## src/rtl/bpu_pkg.sv

```systemverilog
// Shared types and helpers for the fetch-side branch prediction unit.
// Optional feature macro: BPU_GSHARE_EN (see branch_predictor.sv).
package bpu_pkg;

    localparam int DEF_PHT_IDX_W = 5;
    localparam int DEF_BTB_IDX_W = 4;

    // 2-bit saturating direction counter
    typedef enum logic [1:0] {
        SNT = 2'b00,
        WNT = 2'b01,
        WT  = 2'b10,
        ST  = 2'b11
    } ctr_t;

    // Tag is kept 32 bits wide (upper PC bits shifted down, zero-extended)
    // so the struct does not depend on the BTB index width.
    typedef struct packed {
        logic        valid;
        logic [31:0] tag;
        logic [31:0] target;
    } btb_entry_t;

    // Move a counter one step toward the observed outcome, clamping at the ends.
    function automatic ctr_t sat_update(input ctr_t ctr, input logic taken);
        ctr_t next_ctr;
        case (ctr)
            SNT:     next_ctr = taken ? WNT : SNT;
            WNT:     next_ctr = taken ? WT  : SNT;
            WT:      next_ctr = taken ? ST  : WNT;
            ST:      next_ctr = taken ? ST  : WT;
            default: next_ctr = WNT;
        endcase
        return next_ctr;
    endfunction

endpackage

```

## src/rtl/sat_counter_array.sv

```systemverilog
// Pattern history table: array of 2-bit saturating counters with one
// combinational read port and one trained write port.
module sat_counter_array
    import bpu_pkg::*;
#(
    parameter int IDX_W = DEF_PHT_IDX_W
) (
    input  logic             clk,
    input  logic             rst,
    input  logic             d_rst,
    input  logic [IDX_W-1:0] rd_idx,
    output ctr_t             rd_ctr,
    input  logic             wr_en,
    input  logic [IDX_W-1:0] wr_idx,
    input  logic             wr_taken
);

    localparam int DEPTH = 1 << IDX_W;

    ctr_t ctr_r [DEPTH];

    // Counter storage: clear to weakly not-taken, otherwise train on resolution
    always_ff @(posedge clk or posedge rst) begin
        if (rst) begin
            for (int i = 0; i < DEPTH; i++) begin
                ctr_r[i] <= WNT;
            end
        end else if (!d_rst) begin
            for (int i = 0; i < DEPTH; i++) begin
                ctr_r[i] <= WNT;
            end
        end else if (wr_en) begin
            ctr_r[wr_idx] <= sat_update(ctr_r[wr_idx], wr_taken);
        end
    end

    // Read returns the pre-update value; a same-cycle write shows up next cycle.
    assign rd_ctr = ctr_r[rd_idx];

endmodule

```

## src/rtl/branch_predictor.sv

```systemverilog
// Fetch-side branch predictor: 2-bit counter PHT plus direct-mapped BTB,
// zero-cycle lookup on F_PC, non-speculative training from EX.
// Optional feature macro: BPU_GSHARE_EN -- when defined the PHT index is
// PC bits XOR a global history register; otherwise plain bimodal indexing.
module branch_predictor
    import bpu_pkg::*;
#(
    parameter int PHT_IDX_W = DEF_PHT_IDX_W,
    parameter int BTB_IDX_W = DEF_BTB_IDX_W
) (
    input  logic                 clk,
    input  logic                 rst,
    input  logic                 d_rst,
    input  logic [31:0]          F_PC,
    output logic                 F_pred_taken,
    output logic [PHT_IDX_W-1:0] F_pht_idx,
    output logic                 F_btb_hit,
    output logic [31:0]          F_btb_target,
    output logic [31:0]          F_pred_pc,
    input  logic                 E_br_valid,
    input  logic                 E_is_cond,
    input  logic                 E_taken,
    input  logic [31:0]          E_PC,
    input  logic [31:0]          E_target,
    input  logic [PHT_IDX_W-1:0] E_pht_idx
);

    localparam int BTB_DEPTH = 1 << BTB_IDX_W;
    localparam int TAG_LSB   = BTB_IDX_W + 2;

    btb_entry_t           btb_r [BTB_DEPTH];
    btb_entry_t           lookup_entry_s;
    logic [BTB_IDX_W-1:0] f_btb_idx_s;
    logic [BTB_IDX_W-1:0] e_btb_idx_s;
    logic [31:0]          f_tag_s;
    logic [31:0]          e_tag_s;
    logic [PHT_IDX_W-1:0] pht_idx_s;
    ctr_t                 lookup_ctr_s;
    logic                 pht_wr_en_s;

    assign f_btb_idx_s = F_PC[BTB_IDX_W+1:2];
    assign e_btb_idx_s = E_PC[BTB_IDX_W+1:2];
    assign f_tag_s     = F_PC >> TAG_LSB;
    assign e_tag_s     = E_PC >> TAG_LSB;
    assign pht_wr_en_s = E_br_valid & E_is_cond;

`ifdef BPU_GSHARE_EN
    logic [PHT_IDX_W-1:0] ghr_r;

    // Global history: shift in each resolved conditional outcome
    always_ff @(posedge clk or posedge rst) begin
        if (rst) begin
            ghr_r <= {PHT_IDX_W{1'b0}};
        end else if (!d_rst) begin
            ghr_r <= {PHT_IDX_W{1'b0}};
        end else if (pht_wr_en_s) begin
            ghr_r <= {ghr_r[PHT_IDX_W-2:0], E_taken};
        end
    end

    assign pht_idx_s = F_PC[PHT_IDX_W+1:2] ^ ghr_r;
`else
    assign pht_idx_s = F_PC[PHT_IDX_W+1:2];
`endif

    assign F_pht_idx = pht_idx_s;

    sat_counter_array #(
        .IDX_W (PHT_IDX_W)
    ) u_pht (
        .clk      (clk),
        .rst      (rst),
        .d_rst    (d_rst),
        .rd_idx   (pht_idx_s),
        .rd_ctr   (lookup_ctr_s),
        .wr_en    (pht_wr_en_s),
        .wr_idx   (E_pht_idx),
        .wr_taken (E_taken)
    );

    // BTB: only valid bits are cleared; any taken transfer installs/overwrites
    always_ff @(posedge clk or posedge rst) begin
        if (rst) begin
            for (int i = 0; i < BTB_DEPTH; i++) begin
                btb_r[i].valid <= 1'b0;
            end
        end else if (!d_rst) begin
            for (int i = 0; i < BTB_DEPTH; i++) begin
                btb_r[i].valid <= 1'b0;
            end
        end else if (E_br_valid && E_taken) begin
            btb_r[e_btb_idx_s] <= '{valid: 1'b1, tag: e_tag_s, target: E_target};
        end
    end

    // Combinational lookup: BTB hit, stored target and next-PC selection
    always_comb begin
        lookup_entry_s = btb_r[f_btb_idx_s];
        F_btb_hit      = lookup_entry_s.valid && (lookup_entry_s.tag == f_tag_s);
        if (F_btb_hit) begin
            F_btb_target = lookup_entry_s.target;
        end else begin
            F_btb_target = 32'd0;
        end
        F_pred_taken = F_btb_hit && ((lookup_ctr_s == WT) || (lookup_ctr_s == ST));
        if (F_pred_taken) begin
            F_pred_pc = F_btb_target;
        end else begin
            F_pred_pc = F_PC + 32'd4;
        end
    end

endmodule

```

## config.mk

```make
export PLATFORM = sky130hd
export DESIGN_NAME = branch_predictor
export DESIGN_NICKNAME = d
export VERILOG_FILES = /design/src/rtl/bpu_pkg.sv /design/src/rtl/sat_counter_array.sv /design/src/rtl/branch_predictor.sv
export SDC_FILE = /design/constraint.sdc
export NUM_CORES = 1
export LEC_CHECK = 0
export CAP_MARGIN = 0
export CORE_UTILIZATION = 25
export DETAILED_ROUTE_END_ITERATION = 10
export PLACE_DENSITY_LB_ADDON = 0.3
export SYNTH_ARGS = -nofsm -noshare
export SYNTH_HDL_FRONTEND = slang
export SYNTH_HIERARCHICAL = 1
export SYNTH_SLANG_ARGS = --single-unit
```

## constraint.sdc

```tcl
create_clock -name clk -period 6.5 [get_ports clk]
set_clock_uncertainty 0.05 [all_clocks]
set_input_delay 1.3 -clock clk [delete_from_list [all_inputs] [get_ports clk]]
set_output_delay 1.3 -clock clk [all_outputs]
set_load 0.02 [all_outputs]
```

======== Word level (Yosys, flattened, before mapping) ========
Cells that the tools add are included.
operators by class
  add/subtract/negate cells ............... 1
  $lt $le $gt $ge ......................... 6
  equal/unequal tests ..................... 8
  multiplexer cells ....................... 43
  bitwise operators ....................... 6
  reductions and logical operators ........ 8
operators by type and width
  kind                     count
  $bwmux W1040             1
  $mux W1040               1
  $bmux W65 S4             1
  $demux W65 S4            1
  $mux W65                 3
  $mux W64                 2
  $bwmux W64               1
  $mux W32                 2
  $add A32 B3 Y32 const B  1
  $eq A32 B26 Y1           1
  $bmux W2 S5              2
  $mux W1                  18
  $mux W2                  9
  $ge A6 B6 Y1 const B     2
  $not A5 Y6               2
  $demux W2 S5             1
  $ge A5 B5 Y1 const B     2
  $not A4 Y5               2
  $eq A2 B2 Y1 const B     4
  $pmux W2 S4              1
  $lt A6 B1 Y1 const B     1
  $logic_and A1 B1 Y1      5
  $lt A5 B1 Y1 const B     1
  $ne A2 B1 Y1 const B     2
  6 further kinds          6
storage, ports and cells
  flip-flop bits (word level) ............. 1104
  bits of input ports ..................... 107
  output and inout port bits .............. 71
  logic and storage cells ................. 152

======== Logic depth before layout (Yosys ltp) ========
Gate-level depths: netlist (run 1).
  depth in word-level cells ............... 11
  mapped depth ............................ 14
  depth with buffers taken out ............ 9

======== Cells and area by module ========
Netlist (run 1), hierarchy kept.
by module, submodules not included
  module             times used  cells each  area each (sq um)  seq. area each (sq um)
  branch_predictor   1           1789        38496.9            28267.1
  sat_counter_array  1           384         4018.9             1641.6

======== Worst setup path before layout (run 1) ========
Ideal clock, no wire load.
  path kind ............................... input -> output
  start ................................... in F_PC[2]
  end ..................................... out F_pred_pc[2]
  arrival ................................. 4151 ps
  required time ........................... 5150 ps
  path slack .............................. 999 ps
  stages .................................. 9
  buffers on the path ..................... 3
  path through ............................ clkbuf_1 buf_2 mux4_2 mux4_2 mux2_2 o2111a_1 nand4_4 buf_6 mux2i_1
on the way
  word-level cells in the longest chain between the ends .. 8
  elaborated cells on any way between the ends .. 17
  those cells by class .................... add/sub: 1; eq/ne: 3; mux: 8; bitwise: 2; reduce/logical: 3
ends and longest elaborated chain
  element                                       line                     RTL
  start: declaration                            branch_predictor.sv:14   input logic [31:0] F_PC,
  $not A5 Y6 (not written as such) *            sat_counter_array.sv:38  assign rd_ctr = ctr_r[rd_idx];
  $bmux W2 S5 *                                 sat_counter_array.sv:38
  $mux W2 (not written as such) * (2 in a row)  sat_counter_array.sv:38
  net lookup_ctr_s[1]                           branch_predictor.sv:38   ctr_t lookup_ctr_s;
  $eq A2 B2 Y1                                  branch_predictor.sv:105  F_pred_taken = F_btb_hit && ((lookup_ctr_s == WT) || (lookup_ctr_s == ST));
  $logic_or A1 B1 Y1 *                          branch_predictor.sv:105
  $logic_and A1 B1 Y1 *                         branch_predictor.sv:105
  $mux W32 *                                    branch_predictor.sv:106  if (F_pred_taken) begin
  end: declaration                              branch_predictor.sv:19   output logic [31:0] F_pred_pc,
Mark *: on every way through the listed nets, which the timed path passes. The rest lies on a longest branch. The select of a mux whose other input is x is not followed.

======== Final worst setup path (run 1) ========
  start ................................... in F_PC[5]
  end ..................................... out F_pred_pc[26]
on the way
  word-level cells in the longest chain between the ends .. 8
  elaborated cells on any way between the ends .. 17
  those cells by class .................... add/sub: 1; eq/ne: 3; mux: 8; bitwise: 2; reduce/logical: 3
ends and longest elaborated chain
  element                                                                        line
  $not A4 Y5 (not written as such) / $not A5 Y6 (equally long branches)          branch_predictor.sv:98, sat_counter_array.sv:38
  $bmux W65 S4 / $bmux W2 S5 (equally long branches)                             branch_predictor.sv:98, sat_counter_array.sv:38
  $mux W65 (not written as such) / $mux W2 (equally long branches) (2 in a row)  branch_predictor.sv:98, sat_counter_array.sv:38
  $eq A32 B26 Y1 / $eq A2 B2 Y1 (equally long branches)                          branch_predictor.sv:99, branch_predictor.sv:105
  $logic_and A1 B1 Y1 / $logic_or A1 B1 Y1 (equally long branches)               branch_predictor.sv:99, branch_predictor.sv:105
  $mux W32 / $logic_and A1 B1 Y1 (equally long branches)                         branch_predictor.sv:100, branch_predictor.sv:105
  $mux W32 *                                                                     branch_predictor.sv:106
Mark *: on every way between the ends. The rest lies on a longest branch, timed or not. The select of a mux whose other input is x is not followed.

==> metrics.txt, run 1 <==
# TYPE chip_impl_metric gauge
chip_impl_metric{name="grt_max_degree",unit=""} 81
chip_impl_metric{name="port_buffers",unit=""} 175
chip_impl_metric{name="timing_hold_violations_final",unit=""} 0
chip_impl_metric{name="min_path_cells",unit=""} 2
chip_impl_metric{name="cp_data_arrival_time",unit="ps"} 4990
chip_impl_metric{name="routed-via-count",unit=""} 22176
chip_impl_metric{name="fillCellCount",unit=""} 16265
chip_impl_info{name="timing.critical_path.to_type",value="output port"} 1
chip_impl_metric{name="globalRouteTotalUtil",unit="%"} 14.4
chip_impl_metric{name="post-route-util",unit="%"} 30.4
chip_impl_metric{name="path_max_fanout",unit=""} 13
chip_impl_metric{name="number_of_clock_buffers_inserted_by_tritoncts",unit=""} 104
chip_impl_metric{name="globalRoute.totalOverflow",unit=""} 0
chip_impl_metric{name="cts.htree.levels",unit=""} 3
chip_impl_metric{name="synthesis.nets",unit=""} 2270
chip_impl_metric{name="vias_in_the_first_global_route",unit=""} 22716
chip_impl_metric{name="place_hpwl",unit="mm"} 78.1
chip_impl_metric{name="leakage",unit="nW"} 16.4
chip_impl_metric{name="postRouteAntennaNets",unit=""} 0
chip_impl_metric{name="route.final.wire_length",unit="mm"} 124
chip_impl_info{name="final_common_cell",value="sky130_fd_sc_hd__edfxtp_1"} 1
chip_impl_metric{name="clk_pin_slew",unit="ps"} 60
chip_impl_info{name="cts_root_buf",value="sky130_fd_sc_hd__clkbuf_16"} 1
chip_impl_metric{name="syn-instance-count",unit=""} 2162
chip_impl_metric{name="clock_sink_count",unit=""} 1008
chip_impl_metric{name="cts-root-to-sink-buffers",unit=""} 3
chip_impl_metric{name="timing.max_slew.rel_slack",unit="%"} 38.4
chip_impl_metric{name="layout-drive-gt1-share",unit="%"} 28.0
chip_impl_metric{name="layout.cell_area.non_filler",unit="um^2"} 50900
chip_impl_metric{name="report.final.setup_viol",unit=""} 0
chip_impl_metric{name="synth-warning-count",unit=""} 6
chip_impl_metric{name="layout-area-overhead-vs-synth",unit="%"} 20.4
chip_impl_metric{name="worst_ir_drop_vdd",unit="mV"} 0.196
chip_impl_metric{name="route.detailed.wl_per_inst",unit="um"} 26.2
chip_impl_metric{name="drt_pass_1_iters",unit=""} 5
chip_impl_metric{name="dpl-instance-area",unit="um^2"} 47400
chip_impl_info{name="rsz0062_at_grt",value="no"} 1
chip_impl_metric{name="die-area",unit="um^2"} 171000
chip_impl_metric{name="synthesis.area_per_instance",unit="um^2"} 19.6
chip_impl_metric{name="die_height",unit="um"} 413
chip_impl_metric{name="drv.max_cap_violation_count",unit=""} 0
chip_impl_metric{name="max_freq",unit="GHz"} 0.158
chip_impl_metric{name="period_needed",unit="ps"} 6340
chip_impl_metric{name="floorplan.io_pins",unit=""} 178
chip_impl_info{name="startpoint_type",value="input pin"} 1
chip_impl_metric{name="core-area",unit="um^2"} 168000
chip_impl_metric{name="p_per_area",unit="nW/um^2"} 279
chip_impl_metric{name="synth_area",unit="um^2"} 42300
chip_impl_metric{name="slew_violations",unit=""} 0
chip_impl_metric{name="routed_via_density",unit=""} 4.69
chip_impl_metric{name="grt_first_pass_wirelength",unit="mm"} 175
chip_impl_metric{name="post-route-drc-count",unit=""} 0
chip_impl_metric{name="timing.final.crit_share",unit="%"} 97.5
chip_impl_metric{name="number_of_setup_buffers_added_after_cts",unit=""} 0
chip_impl_metric{name="worstMarginPinSlew",unit="ps"} 922
chip_impl_metric{name="finish.net_count",unit=""} 2539
chip_impl_metric{name="clk-insertion-delay-late",unit="ps"} 710
chip_impl_metric{name="post-place-ws",unit="ps"} 56.7
chip_impl_metric{name="reg2regPathDepth",unit=""} 6
chip_impl_metric{name="drt_iter0_markers",unit=""} 1809
chip_impl_info{name="timing.setup.critical_path_class",value="in -> out"} 1
chip_impl_metric{name="gpl.final_weighted_congestion",unit=""} 0.793
chip_impl_info{name="result_of_the_run",value="completed"} 1
chip_impl_metric{name="placement_rows",unit=""} 150
chip_impl_metric{name="postLayoutSetupSlackWorst",unit="ps"} 160
chip_impl_metric{name="fin_hold_ws",unit="ps"} 424
chip_impl_metric{name="setup_tns",unit="ps"} 0
chip_impl_info{name="tritoncts_clock_tree",value="built"} 1
chip_impl_metric{name="fp.dieW",unit="um"} 413
chip_impl_metric{name="start_util",unit="%"} 25.2
chip_impl_metric{name="antenna_found_initial",unit=""} 37
chip_impl_metric{name="cp_data_required_time",unit="ps"} 5150
chip_impl_info{name="layout.cells.most_common_list",value="sky130_fd_sc_hd__edfxtp_1, sky130_fd_sc_hd__mux4_2, sky130_fd_sc_hd__clkdlybuf4s50_1"} 1
chip_impl_info{name="hold_path.class",value="reg -> reg"} 1
-- cell type report --
cell class / count / area [um^2] / share of cell area (%)
clock inverter: 64 / 702 / 1.38
inverter: 21 / 81.3 / 0.160
sequential: 1008 / 29900 / 58.8
timing repair buffer: 297 / 3020 / 5.94
clock buffer: 130 / 2770 / 5.45
multi-input combinational: 999 / 11600 / 22.9
tap: 2204 / 2760 / 5.42
antenna: 1 / 2.50 / 0.00492
-- registers in the layout, indices dropped and copies added (netlist names) --
signal / cells
u_pht/ctr_r: 64
btb_r: 944
-- power breakdown --
| part | switching (mW) | internal (mW) | total, mW | leakage (nW) |
|---|---|---|---|---|
| clock | 2.55 | 3.58 | 6.13 | 1.69 |
| combinational | 0.554 | 0.395 | 0.949 | 5.36 |
| sequential | 0.00716 | 7.11 | 7.12 | 9.35 |
-- stage by stage --
| stage | total power, mW | cells |
|---|---|---|
| 6_report | 14.2 | 4724 |
| 5_1_grt | 14.6 | 4723 |
| 4_1_cts | 14.3 | 4723 |
| 3_5_place_dp | 8.21 | 4529 |
| 3_3_place_gp | 8.21 | 4529 |
| 2_1_floorplan | 7.77 | 2162 |
-- layer usage --
layer / wire length, um / track usage, %
met5: 226 / 0
met3: 7390 / 3.21
met4: 2620 / 3.80
met1: 56900 / 20.3
met2: 56600 / 22.4
-- worst max-delay path: stages --
cell and delay, ps:
sky130_fd_sc_hd__buf_2 500, sky130_fd_sc_hd__buf_4 290, sky130_fd_sc_hd__and3_1 290, sky130_fd_sc_hd__nand3_1 310
sky130_fd_sc_hd__nor3_1 390, sky130_fd_sc_hd__nand2_1 200, sky130_fd_sc_hd__nor3b_1 270, sky130_fd_sc_hd__xor2_1 550
sky130_fd_sc_hd__mux2_4 270, sky130_fd_sc_hd__clkdlybuf4s50_1 610
-- path summary, 6_finish.rpt --
check,startpoint,to,slack [ps]
hold / removal,btb_r[584],btb_r[584],420
setup / recovery,F_PC[5],F_pred_pc[26],160
hold reg to reg,btb_r[584],btb_r[584],420
max in group asynchronous,rst,u_pht/ctr_r[57],4650
setup reg to reg,u_pht/ctr_r[18],u_pht/ctr_r[34],3830
min in group asynchronous,rst,btb_r[454],1050
-- repair_timing --
action	4_1_cts	5_1_grt
endpoints found under the setup margin	0	46
endpoints found under the hold margin	0	0
resized for setup	0	5
hold buffers	0	0
Note: power is estimated with default switching activity, not from simulation.
==> run 2: changes to the inputs <==
==> constraint.sdc (replaced) <==
create_clock -name clk -period 6.6 [get_ports clk]
set_clock_uncertainty 0.05 [all_clocks]
set_input_delay 1.32 -clock clk [delete_from_list [all_inputs] [get_ports clk]]
set_output_delay 1.32 -clock clk [all_outputs]
set_load 0.02 [all_outputs]
==> run 2 against run 1 <==
Against the previous run:
- sequential power shrank 2%
- non-clock buffer count up 15
- clock-buffer cell count is 5 lower
- die area did not move
- routed wire length down 0.21%
- clock power fell by 6.5%
- utilization down 0.12 points
- sequential share of layout area grew 0.23 points
- cell area decreased by 0.39%
- critical path type unchanged
- largest cell class unchanged
==> metrics.txt, run 2 (synthesized netlist as in run 1, its figures left out) <==
# TYPE chip_impl_metric gauge
chip_impl_info{name="result_of_the_run",value="completed"} 1
chip_impl_metric{name="layoutNonFillerInstCount",unit=""} 4737
chip_impl_metric{name="timing.final.crit_share",unit="%"} 97.9
chip_impl_metric{name="fin_hold_ws",unit="ps"} 433
chip_impl_metric{name="p_per_area",unit="nW/um^2"} 270
chip_impl_metric{name="critical-path-max-stage-delay",unit="ps"} 600
chip_impl_metric{name="max_freq",unit="GHz"} 0.155
chip_impl_info{name="startpoint_type",value="input pin"} 1
chip_impl_metric{name="gpl.final_weighted_congestion",unit=""} 0.799
chip_impl_info{name="crit_start",value="F_PC[3]"} 1
chip_impl_metric{name="number_of_setup_buffers_added_after_cts",unit=""} 0
chip_impl_metric{name="vias_in_the_first_global_route",unit=""} 22587
chip_impl_metric{name="cp_data_required_time",unit="ps"} 5230
chip_impl_metric{name="cp_data_arrival_time",unit="ps"} 5090
chip_impl_info{name="registers.top_by_ff_count",value="btb_r"} 1
chip_impl_metric{name="dp_cells",unit=""} 4544
chip_impl_metric{name="timing_hold_violations_final",unit=""} 0
chip_impl_metric{name="routed_via_density",unit=""} 4.67
chip_impl_metric{name="drt_iter0_markers",unit=""} 2087
chip_impl_metric{name="leakage",unit="nW"} 16.3
chip_impl_metric{name="die_height",unit="um"} 413
chip_impl_metric{name="drv.max_cap_violation_count",unit=""} 0
chip_impl_info{name="hold_path.class",value="reg -> reg"} 1
chip_impl_info{name="rsz0062_at_grt",value="no"} 1
chip_impl_info{name="timing.critical_path.to_type",value="output port"} 1
chip_impl_metric{name="antenna_found_initial",unit=""} 37
chip_impl_metric{name="min_path_cells",unit=""} 2
chip_impl_metric{name="worstMarginPinSlew",unit="ps"} 910
chip_impl_metric{name="globalRoute.totalOverflow",unit=""} 0
chip_impl_metric{name="finish.net_count",unit=""} 2555
chip_impl_info{name="cts_root_buf",value="sky130_fd_sc_hd__clkbuf_16"} 1
chip_impl_metric{name="layout-drive-gt1-share",unit="%"} 28.4
chip_impl_metric{name="route.detailed.wl_per_inst",unit="um"} 26.1
chip_impl_metric{name="wl_on_met1",unit="mm"} 53.4
chip_impl_metric{name="setup_tns",unit="ps"} 0
chip_impl_metric{name="timing.max_slew.rel_slack",unit="%"} 39.4
chip_impl_metric{name="slew_violations",unit=""} 0
chip_impl_metric{name="placement_rows",unit=""} 150
chip_impl_info{name="final_common_cell",value="sky130_fd_sc_hd__edfxtp_1"} 1
chip_impl_info{name="worstReg2RegStart",value="u_pht/ctr_r[18]"} 1
chip_impl_metric{name="largest_reg_flops",unit=""} 944
chip_impl_metric{name="clk_pin_slew",unit="ps"} 60
chip_impl_metric{name="grt_max_degree",unit=""} 81
chip_impl_metric{name="route.final.wire_length",unit="mm"} 123
chip_impl_metric{name="worst_ir_drop_vdd",unit="mV"} 0.203
chip_impl_metric{name="setup.reg_to_reg.worst_slack",unit="ps"} 3970
chip_impl_metric{name="clk-insertion-delay-late",unit="ps"} 700
chip_impl_metric{name="number_of_clock_buffers_inserted_by_tritoncts",unit=""} 105
chip_impl_metric{name="fp.dieW",unit="um"} 413
chip_impl_metric{name="post-route-drc-count",unit=""} 0
chip_impl_metric{name="die-area",unit="um^2"} 171000
chip_impl_metric{name="routed-via-count",unit=""} 22120
chip_impl_metric{name="path_max_fanout",unit=""} 30
chip_impl_metric{name="reg2regPathDepth",unit=""} 6
chip_impl_metric{name="place_hpwl",unit="mm"} 77.6
chip_impl_metric{name="wl_met2",unit="mm"} 56.3
chip_impl_metric{name="grt_first_pass_wirelength",unit="mm"} 174
chip_impl_metric{name="core-area",unit="um^2"} 168000
chip_impl_metric{name="post-place-ws",unit="ps"} 29.6
chip_impl_metric{name="wl_met3",unit="mm"} 10.9
chip_impl_info{name="endpoint",value="F_btb_target[25]"} 1
chip_impl_info{name="top_regs",value="btb_r (944), u_pht/ctr_r (64)"} 1
chip_impl_info{name="path_common_cell",value="sky130_fd_sc_hd__nand4_1"} 1
chip_impl_info{name="tritoncts_clock_tree",value="built"} 1
chip_impl_metric{name="period_needed",unit="ps"} 6460
chip_impl_info{name="timing.setup.critical_path_class",value="in -> out"} 1
chip_impl_metric{name="clock_sink_count",unit=""} 1008
chip_impl_metric{name="floorplan.io_pins",unit=""} 178
chip_impl_info{name="top_layer_used",value="met5"} 1
chip_impl_metric{name="fillCellCount",unit=""} 16263
chip_impl_metric{name="cts_hold_buffers",unit=""} 0
chip_impl_info{name="layout.cells.most_common_list",value="sky130_fd_sc_hd__edfxtp_1, sky130_fd_sc_hd__mux4_2, sky130_fd_sc_hd__clkdlybuf4s50_1"} 1
chip_impl_info{name="reg2reg_to",value="u_pht/ctr_r[36]"} 1
chip_impl_metric{name="postRouteAntennaNets",unit=""} 0
chip_impl_info{name="worstPathCellList",value="buf_8, buf_4, mux4_2, mux2i_1, xnor2_1, nand4_1, o31ai_2, nand4_1, or3_4, buf_12, nor2b_4, clkdlybuf4s50_1"} 1
chip_impl_metric{name="port_buffers",unit=""} 175
chip_impl_metric{name="cts-root-to-sink-buffers",unit=""} 3
chip_impl_metric{name="finalPower",unit="mW"} 13.7
chip_impl_metric{name="report.final.setup_viol",unit=""} 0
chip_impl_metric{name="start_util",unit="%"} 25.2
chip_impl_metric{name="drt_pass_1_iters",unit=""} 5
chip_impl_metric{name="layout-area-overhead-vs-synth",unit="%"} 19.9
chip_impl_info{name="cp_slowest_cell",value="sky130_fd_sc_hd__clkdlybuf4s50_1"} 1
chip_impl_metric{name="cts.htree.levels",unit=""} 3
chip_impl_metric{name="postLayoutSetupSlackWorst",unit="ps"} 140
chip_impl_metric{name="globalRouteTotalUtil",unit="%"} 14.4
## run 2: final cells by class
| cell class | count | area [um^2] | share of cell area (%) |
|---|---|---|---|
| tap | 2204 | 2760 | 5.44 |
| clock inverter | 66 | 548 | 1.08 |
| multi-input combinational | 999 | 11600 | 23.0 |
| clock buffer | 125 | 2720 | 5.37 |
| sequential | 1008 | 29900 | 59.0 |
| antenna | 2 | 5.00 | 0.00987 |
| inverter | 21 | 81.3 | 0.160 |
| timing repair buffer | 312 | 3020 | 5.96 |
## run 2: power breakdown
group | total, mW | switching [mW] | internal [mW]
Clock | 5.73 | 2.52 | 3.21
Sequential | 7.01 | 0.00699 | 7.00
Combinational | 0.934 | 0.544 | 0.390
## run 2: worst min path at each step
stage	to	slack, ps	startpoint
floorplan	btb_r[194]	390	btb_r[194]
global placement	btb_r[844]	410	btb_r[844]
detailed placement	btb_r[844]	420	btb_r[844]
CTS	btb_r[844]	430	btb_r[844]
global route	btb_r[519]	450	btb_r[519]
finish	btb_r[844]	430	btb_r[844]
## run 2: repair_timing
item | CTS | global route
hold endpoints to repair | 0 | 0
endpoints found under the setup margin | 0 | 41
gates resized for setup | 0 | 3
## run 2: worst max-delay path, delay by kind of cell
family | cells | cell delay (ps)
XOR/XNOR | 1 | 160
multiplexers | 2 | 780
buffers and inverters | 4 | 1300
AND/OR/NAND/NOR | 4 | 980
AO/OA/AOI/OAI | 1 | 420
## run 2: layer usage
layer | up-vias | GRT usage, %
met4 | 36 | 4.12
met3 | 181 | 4.63
met1 | 11771 | 19.2
met5 | - | 0
li1 | 9428 | -
met2 | 704 | 22.2
## run 2: metrics by stage
| stage | utilization, % | cell area, um^2 |
|---|---|---|
| floorplan | - | 42300 |
| global placement | 28.3 | 47400 |
| detailed placement | 28.3 | 47400 |
| CTS | 30.2 | 50700 |
| global route | 30.2 | 50700 |
| finish | 30.2 | 50700 |
==> RTL edit 1: new RTL, flow settings as in run 2 <==
Add a define of `BPU_GSHARE_EN`.
--- a/src/rtl/branch_predictor.sv
+++ b/src/rtl/branch_predictor.sv
@@ -3,4 +3,6 @@
 // Optional feature macro: BPU_GSHARE_EN -- when defined the PHT index is
 // PC bits XOR a global history register; otherwise plain bimodal indexing.
+`define BPU_GSHARE_EN
+
 module branch_predictor
     import bpu_pkg::*;
Function: not settled (the Yosys comparison gave no result); the edit may change what the design does.
==> RTL edit 1 against run 2 <==
Sequential cell count grew 5; die area decreased by 0.97%; non-clock buffer count increased by 29; register-to-register slack worse by 0.02 ns; routed wire length down 1.1%; setup slack improved by 0.035 ns; power increased by 1.5%; cell count grew 0.68%; first-iteration DRC count rose by 3.0%; synthesized area is 0.98% lower; design area grew 0.74%; utilization is 0.60 points higher; fmax is 0.54% higher; largest cell class unchanged; largest power group unchanged.
==> RTL edit 1: results <==
[sta]
hold_slack_ns = 0.428
layout_setup_ws_ns = 0.175
max-slew-margin-rel = 0.318

[clock_tree]
htreeDepth = 3
root_buffer = "clkbuf_16"
clkLatencyLatePin_ns = 0.71
path_clk_slew_ns = 0.06
ctsResizeCount = 12
cts_buffers = 106

[cells_and_area]
clock_buffers = 148
signal_buffers = 341
layout-drive-gt1-share = 0.264
area_delta_synth_final_pct = 22.0
multi_input_area_share = 0.221
inverters = 24
fillCellCount = 16100
final_nets = 2598
final_cells = 4769
insertedDiodeCount = 5
seq_cell_count = 1013
reg_top3 = "btb_r (944), u_pht/ctr_r (64), ghr_r (5)"
clk_share = 0.0667
buffer_area_frac = 0.0688
multi_input_cells = 1004
sh_seq_area = 0.588

[power]
peakVddDrop_mv = 0.207
p_leak_uw = 0.0169

[synth]
syn_nets = 2282
mappedNetlistArea_sq_um = 41900
avgSynthCellArea_sq_um = 19.3

[global_route]
grt_pass1_wl_mm = 173
grt_pass1_vias = 22900
grt_use_total = 0.144
antenna_found_initial = 36
grt_max_degree = 86

[route]
viasPerCell = 4.71
wirelength_mm = 122
drt_iter0_drc = 2149

[critical_path]
path_max_fanout = 17
crit_family = "buffers and inverters"
rrSetupSlack_ns = 3.95
worstPathArrival_ns = 5.05

[placement]
pre_cts_slack_ns = -0.0708
post-dp-hpwl_mm = 75.9
numPlacedInstances = 4571
place_congestion = 0.784
placed_area_sq_um = 47500

[status]
status = "finished, final reports clean"
-- RTL edit 1: report_power, final --
group / leakage, uW / switching, uW / total, uW / internal (uW)
combinational: 0.00582 / 550 / 944 / 394
sequential: 0.00942 / 7.57 / 7040 / 7040
clock: 0.00163 / 2520 / 5900 / 3370
-- RTL edit 1: metal layers --
metal | global-route usage | vias to the layer above | routed length (um)
li1 | - | 9506 | -
met3 | 0.0346 | 168 | 8730
met5 | 0 | - | 220
met2 | 0.225 | 693 | 56900
met4 | 0.0407 | 34 | 2800
met1 | 0.198 | 12000 | 53500
-- RTL edit 1: final timing paths --
check                              endpoint       startpoint  cells after the start
max in group asynchronous   u_pht/ctr_r[53]              rst                      3
min in group asynchronous        btb_r[324]              rst                      3
hold reg to reg                   btb_r[64]        btb_r[64]                      2
hold / removal                    btb_r[64]        btb_r[64]                      2
setup / recovery           F_btb_target[23]          F_PC[3]                     16
setup reg to reg            u_pht/ctr_r[34]  u_pht/ctr_r[54]                      6
==> RTL edit 2: new RTL, flow settings as in run 2 <==
Made on the original files. Add an input register stage for `E_target`, without a reset; this delays it by one clock. The other inputs are not delayed to match.
--- a/src/rtl/branch_predictor.sv
+++ b/src/rtl/branch_predictor.sv
@@ -28,4 +28,10 @@
     localparam int BTB_DEPTH = 1 << BTB_IDX_W;
     localparam int TAG_LSB   = BTB_IDX_W + 2;
+
+    logic [31:0] E_target_q;
+
+    always_ff @(posedge clk) begin
+        E_target_q <= E_target;
+    end
 
     btb_entry_t           btb_r [BTB_DEPTH];
@@ -90,5 +96,5 @@
             end
         end else if (E_br_valid && E_taken) begin
-            btb_r[e_btb_idx_s] <= '{valid: 1'b1, tag: e_tag_s, target: E_target};
+            btb_r[e_btb_idx_s] <= '{valid: 1'b1, tag: e_tag_s, target: E_target_q};
         end
     end
Check against the original RTL: not settled (the Yosys comparison gave no result); the edit may change what the design does.
==> RTL edit 2 against run 2 <==
Design area up 1.7%; routed wire length shrank 1.6%; via count up 0.37%; setup slack worse by 0.035 ns; power is 4.3% higher; first-iteration DRC count shrank 22%; sequential cell count grew 32; synthesized area rose by 0.72%.
==> RTL edit 2: results <==
[route]
via_count = 22200
wl_met1_mm = 50.1
drt_iter0_drc = 1638
first_pass_iters = 5
met2_length_mm = 62.8
wl_met3_mm = 4.26
wirelength_mm = 122

[power]
p_leak_uw = 0.0170
peakVddDrop_mv = 0.208

[status]
status = "finished, final reports clean"

[global_route]
grt_util_met1 = 0.172
grt_use_total = 0.139
grt_util_met2 = 0.247
grt_max_degree = 97
antenna_found_initial = 16
use_met3 = 0.0192
grt_pass1_vias = 23000
grt_pass1_wl_mm = 173

[synth]
syn_nets = 2336

[clock_tree]
ctsResizeCount = 3
clkLatencyLatePin_ns = 0.72
cts_buffers = 106

[cells_and_area]
reg_top3 = "btb_r (944), u_pht/ctr_r (64), E_target_q (32)"
final_nets = 2622

[critical_path]
rrSetupSlack_ns = 3.99
worstSetupEndpoint = "F_pred_pc[3]"
slowest_delay_ns = 0.58
path_max_fanout = 25
worstPathArrival_ns = 5.12

[worst_hold_path]
min_from = "btb_r[389]"
whs_endpoint = "btb_r[389]"

[placement]
post-dp-hpwl_mm = 75.0
place_congestion = 0.801

[sta]
clock.fmax_ghz = 0.154
tightest_slew_ns = 1.02
-- RTL edit 2: layout make-up --
class	instances	area, sq um
clock buffer	145	2940
inverter	24	92.6
antenna	2	5.00
fill	16500	118000
sequential	1040	30500
timing repair buffer	317	3240
tap	2218	2780
multi-input combinational	1025	11300
clock inverter	53	631
-- RTL edit 2: power by group --
| group | switching (uW) | internal [uW] |
|---|---|---|
| registers | 44.8 | 7200 |
| logic | 511 | 389 |
| clock network | 2590 | 3530 |
| total | 3150 | 11100 |
-- RTL edit 2: through the flow --
step | setup WS [ns] | cells | hold WS, ns | instance area (sq um)
floorplan | 1.10 | 2228 | 0.395 | 42600
global placement | -0.114 | 4621 | 0.415 | 47800
detailed placement | -0.0760 | 4621 | 0.418 | 47800
CTS | 0.00474 | 4819 | 0.435 | 51400
global route | -0.000226 | 4824 | 0.458 | 51600
finish | 0.105 | 4824 | 0.428 | 51600
